$ cat src/rtl/xyz_switch_allocator_pkg.sv
// Shared constants and types for the 3D-mesh switch allocator.
// Direction indices double as port indices and AddrDiff bit positions.
package xyz_switch_allocator_pkg;

  localparam int IDX_IP = 0;
  localparam int IDX_W  = 1;
  localparam int IDX_E  = 2;
  localparam int IDX_S  = 3;
  localparam int IDX_N  = 4;
  localparam int IDX_D  = 5;
  localparam int IDX_U  = 6;

  localparam int AD_W = 7;

  localparam int ROUTE_XYZ = 0;
  localparam int ROUTE_ZYX = 1;

  localparam int ARB_RR    = 0;
  localparam int ARB_FIXED = 1;

  typedef enum logic {
    ST_IDLE = 1'b0,
    ST_BUSY = 1'b1
  } out_state_e;

endpackage

$ cat src/rtl/rr_arbiter_n.sv
// N-way arbiter: search starts at ptr_i and wraps.
// FIXED forces the search to start at index 0.
module rr_arbiter_n #(
  parameter int N     = 7,
  parameter int IW    = 3,
  parameter bit FIXED = 1'b0
) (
  input  logic [N-1:0]  req_i,
  input  logic [IW-1:0] ptr_i,
  output logic [N-1:0]  gnt_o,
  output logic [IW-1:0] idx_o
);

  // First requester at or after the start index wins
  always_comb begin
    int  base;
    int  j;
    logic found;
    gnt_o = '0;
    idx_o = '0;
    found = 1'b0;
    base  = FIXED ? 0 : int'(ptr_i);
    if (base >= N) base = 0;
    for (int k = 0; k < N; k++) begin
      j = base + k;
      if (j >= N) j = j - N;
      if (!found && req_i[j]) begin
        found    = 1'b1;
        gnt_o[j] = 1'b1;
        idx_o    = IW'(j);
      end
    end
  end

endmodule

$ cat src/rtl/xyz_switch_allocator.sv
// Switch allocator: dimension-ordered routing, one arbiter per
// output, wormhole lock held from head grant until tail transfer.
module xyz_switch_allocator
  import xyz_switch_allocator_pkg::*;
#(
  parameter int NUM_PORTS   = 7,
  parameter int ROUTE_ORDER = 0,
  parameter int ARB_MODE    = 0,
  parameter int SEL_W       = 3
) (
  input  logic                       clk,
  input  logic                       rst_n,
  input  logic [NUM_PORTS-1:0]       in_valid,
  input  logic [NUM_PORTS-1:0]       in_head,
  input  logic [NUM_PORTS-1:0]       in_tail,
  input  logic [NUM_PORTS*AD_W-1:0]  in_addrdiff,
  input  logic [NUM_PORTS-1:0]       out_ready,
  output logic [NUM_PORTS-1:0]       in_pop,
  output logic [NUM_PORTS-1:0]       out_push,
  output logic [NUM_PORTS*SEL_W-1:0] xbar_sel,
  output logic [NUM_PORTS-1:0]       out_busy
);

  localparam int NP = NUM_PORTS;

  function automatic logic [SEL_W-1:0] route_f(
    input logic [AD_W-1:0] ad
  );
    logic [SEL_W-1:0] r;
    r = SEL_W'(IDX_IP);
    if (ad[IDX_IP]) r = SEL_W'(IDX_IP);
    else if (ROUTE_ORDER == ROUTE_XYZ) begin
      if      (ad[IDX_W]) r = SEL_W'(IDX_W);
      else if (ad[IDX_E]) r = SEL_W'(IDX_E);
      else if (ad[IDX_S]) r = SEL_W'(IDX_S);
      else if (ad[IDX_N]) r = SEL_W'(IDX_N);
      else if (ad[IDX_D]) r = SEL_W'(IDX_D);
      else if (ad[IDX_U]) r = SEL_W'(IDX_U);
    end else begin
      if      (ad[IDX_D]) r = SEL_W'(IDX_D);
      else if (ad[IDX_U]) r = SEL_W'(IDX_U);
      else if (ad[IDX_S]) r = SEL_W'(IDX_S);
      else if (ad[IDX_N]) r = SEL_W'(IDX_N);
      else if (ad[IDX_W]) r = SEL_W'(IDX_W);
      else if (ad[IDX_E]) r = SEL_W'(IDX_E);
    end
    return r;
  endfunction

  function automatic logic [SEL_W-1:0] next_ptr(
    input logic [SEL_W-1:0] idx
  );
    return (idx == SEL_W'(NP - 1)) ? '0 : idx + 1'b1;
  endfunction

  out_state_e       state_q [NP];
  logic [SEL_W-1:0] owner_q [NP];
  logic [SEL_W-1:0] ptr_q   [NP];

  logic [SEL_W-1:0] route [NP];
  logic [NP-1:0]    req   [NP];
  logic [NP-1:0]    gnt   [NP];
  logic [SEL_W-1:0] gidx  [NP];
  logic [NP-1:0]    gany;
  logic [NP-1:0]    in_owns;
  logic [NP-1:0]    busy;
  logic [NP-1:0]    push;

  // Lock status per output and per input, from registered state
  always_comb begin
    in_owns = '0;
    for (int o = 0; o < NP; o++) begin
      busy[o] = (state_q[o] == ST_BUSY);
      if (busy[o]) in_owns[owner_q[o]] = 1'b1;
    end
  end

  // Route every head flit; idle inputs raise one request each
  always_comb begin
    for (int i = 0; i < NP; i++) begin
      route[i] = route_f(in_addrdiff[i*AD_W +: AD_W]);
    end
    for (int o = 0; o < NP; o++) begin
      req[o] = '0;
      for (int i = 0; i < NP; i++) begin
        req[o][i] = in_valid[i] & in_head[i] & ~in_owns[i]
                  & (route[i] == SEL_W'(o));
      end
    end
  end

  for (genvar o = 0; o < NP; o++) begin : g_arb
    rr_arbiter_n #(
      .N     (NP),
      .IW    (SEL_W),
      .FIXED (ARB_MODE == ARB_FIXED)
    ) u_arb (
      .req_i (req[o]),
      .ptr_i (ptr_q[o]),
      .gnt_o (gnt[o]),
      .idx_o (gidx[o])
    );
    assign gany[o] = |gnt[o];
  end

  // A flit moves when the locked owner has data and output has room
  always_comb begin
    for (int o = 0; o < NP; o++) begin
      push[o] = busy[o] & in_valid[owner_q[o]] & out_ready[o];
    end
  end

  // Per-output lock FSM: grant in IDLE, release on tail transfer
  always_ff @(posedge clk or negedge rst_n) begin
    if (!rst_n) begin
      for (int o = 0; o < NP; o++) begin
        state_q[o] <= ST_IDLE;
        owner_q[o] <= '0;
        ptr_q[o]   <= '0;
      end
    end else begin
      for (int o = 0; o < NP; o++) begin
        unique case (state_q[o])
          ST_IDLE: begin
            if (gany[o]) begin
              state_q[o] <= ST_BUSY;
              owner_q[o] <= gidx[o];
              if (ARB_MODE == ARB_RR) begin
                ptr_q[o] <= next_ptr(gidx[o]);
              end
            end
          end
          ST_BUSY: begin
            if (push[o] && in_tail[owner_q[o]]) begin
              state_q[o] <= ST_IDLE;
              owner_q[o] <= '0;
            end
          end
          default: state_q[o] <= ST_IDLE;
        endcase
      end
    end
  end

  // Strobes and crossbar selects
  always_comb begin
    in_pop   = '0;
    out_push = push;
    out_busy = busy;
    for (int o = 0; o < NP; o++) begin
      xbar_sel[o*SEL_W +: SEL_W] = busy[o] ? owner_q[o] : '0;
      if (push[o]) in_pop[owner_q[o]] = 1'b1;
    end
  end

endmodule

$ cat config.mk
export PLATFORM = sky130hd
export DESIGN_NAME = xyz_switch_allocator
export DESIGN_NICKNAME = d
export VERILOG_FILES = /design/src/rtl/xyz_switch_allocator_pkg.sv /design/src/rtl/rr_arbiter_n.sv /design/src/rtl/xyz_switch_allocator.sv
export SDC_FILE = /design/constraint.sdc
export NUM_CORES = 1
export LEC_CHECK = 0
export CAP_MARGIN = 10
export CORE_UTILIZATION = 30
export CTS_CLUSTER_DIAMETER = 100
export CTS_CLUSTER_SIZE = 16
export DETAILED_ROUTE_END_ITERATION = 8
export SLEW_MARGIN = 20
export SYNTH_ARGS = -nofsm -noshare
export SYNTH_HDL_FRONTEND = slang
export SYNTH_SLANG_ARGS = --single-unit
$ cat constraint.sdc
create_clock -name clk -period 5.2 [get_ports clk]
set_input_delay 0.78 -clock clk [delete_from_list [all_inputs] [get_ports clk]]
set_output_delay 0.78 -clock clk [all_outputs]
set_load 0.005 [all_outputs]
==> impl_metrics.csv <==
group,metric,value,unit
route,via_per_inst,6.15,
synthesis,synth-seq-cells,49,
clock_tree,cts_tree,"yes",
route,dr_wl_met3,7.64,mm
route,wl,78.7,mm
hold_path,holdPathStages,2,
floorplan,start_util,0.303,
cells_and_area,most-common-layout-cells,"nand2_1, buf_4, nor2_1",
synthesis,synth_cells,2501,
grt,grt_max_degree,50,
placed_design,hpwl,64.4,mm
clock_tree,clkLatencyLatePin,330,ps
floorplan,die-width,244,um
critical_path,reg2reg_from,"ptr_q[9]$_DFFE_PN0P_",
critical_path,cp-start-kind,"primary input",
timing,finalSetupViolCount,0,
hold_path,whs_endpoint,"owner_q[19]$_DFFE_PN0P_",
timing,hold_violations,0,
synthesis,synth_area,17500,um^2
timing,post-route-period-util,0.929,
job,drv_cap,0,
placed_design,portBuffers,120,
cells_and_area,layout_commonest_cell,"nand2_1",
cells_and_area,insertedDiodeCount,0,
synthesis,syn_avg_cell_area,7.00,um^2
critical_path,r2r_slack,370,ps
critical_path,cpPeakStageDelay,590,ps
floorplan,die_height,244,um
timing,slew_violations,0,
critical_path,r2r-end,"ptr_q[11]$_DFFE_PN0P_",
route,wl_per_cell,22.5,um
critical_path,rr_worst_depth,15,
grt,antenna_found_initial,2,
route,dr.pass1.iters,7,
critical_path,crit_path_top_delay_cell,"clkdlybuf4s50_1",
critical_path,arrival,5030,ps
critical_path,path_cells,"clkdlybuf4s50_1, and2_1, nand4_1, nor3_1, buf_12, nand3_1, o2111a_1, nor3_1, nor2b_1, nand3_1, a311oi_1, a21oi_1, a31oi_4, mux2_1",
floorplan,pin_count,121,
clock_tree,cts.clk_slew.worst_paths,70,ps
synthesis,synth_edf_count,0,
grt,grt_use_total,0.254,
timing,finClkSkew,10.8,ps
timing,tns,0,ps
critical_path,crit_fanout,11,
cells_and_area,drive_above_1_share,0.130,
floorplan,row_count,88,
grt,grt-ovfl-total,0,
cells_and_area,fillers,6210,
route,drc,0,
timing,fmax,207,MHz
clock_tree,cts_hold_buffers,0,
floorplan,coreArea,57700,um^2
grt,grt_pass1_wl,119,mm
placed_design,gp_congestion,1.08,
route,wl_met2,33.2,mm
run_status,status,"complete, no violations",
critical_path,crit_required,5400,ps
timing,max_slew_margin,0.359,
timing,worst_pin_slew,949,ps
clock_tree,clockRootBuffer,"clkbuf_16",
route,ant_nets,0,
synthesis,synthFlopType,"dfrtp_1",
route,top_layer,"met5",
floorplan,dieArea,59300,um^2
grt,grt_pass1_vias,19300,
clock_tree,clockBufferDepth,2,
synthesis,synth_cell_type_count,120,
route,wl_met1,35.2,mm
hold_path,hold_path.startpoint,"owner_q[19]$_DFFE_PN0P_",
timing,fin_crit,4830,ps
critical_path,cp-end-kind,"flop",
clock_tree,h-tree-depth,2,
synthesis,async_reset_ff_frac,1.00,
clock_tree,cts.sinks,49,
critical_path,critPathKind,"in2reg",
hold_path,hold_class,"reg2reg",
synthesis,ys.warnings.count,0,
route,drt-initial-drc-count,2839,
cells_and_area,synthToLayoutAreaGrowth,20.1,%
route,vias,21500,
synthesis,seq_area_frac_synth,0.0700,
cells_and_area,nNetsFinal,2956,
timing,grt_setup_unrepaired,"no",
clock_tree,cts_buffers,5,
==> routing by layer <==
layer	vias up	GRT usage
met5	-	0
met4	4	0.0763
met3	139	0.0455
met2	1153	0.386
met1	10100	0.361
li1	10100	-
==> sequential cells by signal (all words and copies together) (netlist names) <==
register,flops
owner_q,21
ptr_q,21
out_busy,7
==> critical path, delay by kind of cell <==
family | cells | cell delay, ps
compound gates | 4 | 1050
buf+inv | 2 | 800
mux | 1 | 380
simple gates | 7 | 2010
==> final cells by class <==
class / instances / area (um^2) / area share
inverter: 134 / 503 / 0.0239
multi-input combinational: 2200 / 15300 / 0.728
sequential: 49 / 1230 / 0.0583
clock buffer: 5 / 125 / 0.00595
tap: 765 / 957 / 0.0455
timing repair buffer: 342 / 2880 / 0.137
clock inverter: 2 / 35.0 / 0.00167
==> cell usage after synthesis (all sizes together) (50+ instances only) <==
cell | number | share of area
mux2i | 73 | 0.042
inv | 130 | 0.028
a21oi | 129 | 0.037
o21ai | 163 | 0.047
ha | 140 | 0.10
clkbuf | 75 | 0.016
nor2 | 202 | 0.043
nand3 | 105 | 0.030
and2 | 50 | 0.018
nand2 | 258 | 0.055
nand2b | 52 | 0.019
nor4 | 64 | 0.026
nor3 | 84 | 0.025
==> metrics by stage <==
step                      setup slack [ps]  std cells  cell area [um^2]   util  hold slack (ps)
after global placement                 127       3490             20800  0.361              563
after floorplan                        495       2507             17500      -              484
after detailed placement              85.9       3490             20800  0.361              571
after global routing                  42.5       3497             21000  0.364              614
final                                  371       3497             21000  0.364              589
after CTS                              291       3497             21000  0.364              582
==> repair_timing <==
action / in CTS / in global routing
setup buffers: 0 / 0
gates resized for setup: 0 / 8
setup endpoints to repair: 0 / 18
==> worst max-delay path by stage <==
stage | startpoint | endpoint | slack [ps] | depth (start not counted)
2_1_floorplan | ptr_q[9]$_DFFE_PN0P_ | ptr_q[11]$_DFFE_PN0P_ | 490 | 15
3_3_place_gp | in_addrdiff[3] | ptr_q[5]$_DFFE_PN0P_ | 130 | 12
3_5_place_dp | in_addrdiff[0] | ptr_q[5]$_DFFE_PN0P_ | 90 | 12
4_1_cts | ptr_q[12]$_DFFE_PN0P_ | ptr_q[13]$_DFFE_PN0P_ | 290 | 15
5_1_grt | ptr_q[15]$_DFFE_PN0P_ | ptr_q[17]$_DFFE_PN0P_ | 40 | 16
6_report | in_valid[3] | owner_q[11]$_DFFE_PN0P_ | 370 | 14
==> logic make-up (layout without fill, tap and decap cells) <==
family,Yosys count,count (layout),synth area share
adders and majority gates,145,145,0.106
and+or+nand+nor,1100,1100,0.340
buffers and inverters,258,483,0.0592
xor gates and xnor gates,41,41,0.0205
DFF,49,49,0.0700
AOI/OAI and AO/OA,789,789,0.324
muxes,118,118,0.0803
other,1,7,0.000214
Power is left out: the tool's default activity adds up to more than one toggle a clock period on the data nets, which glitch-free logic cannot reach.
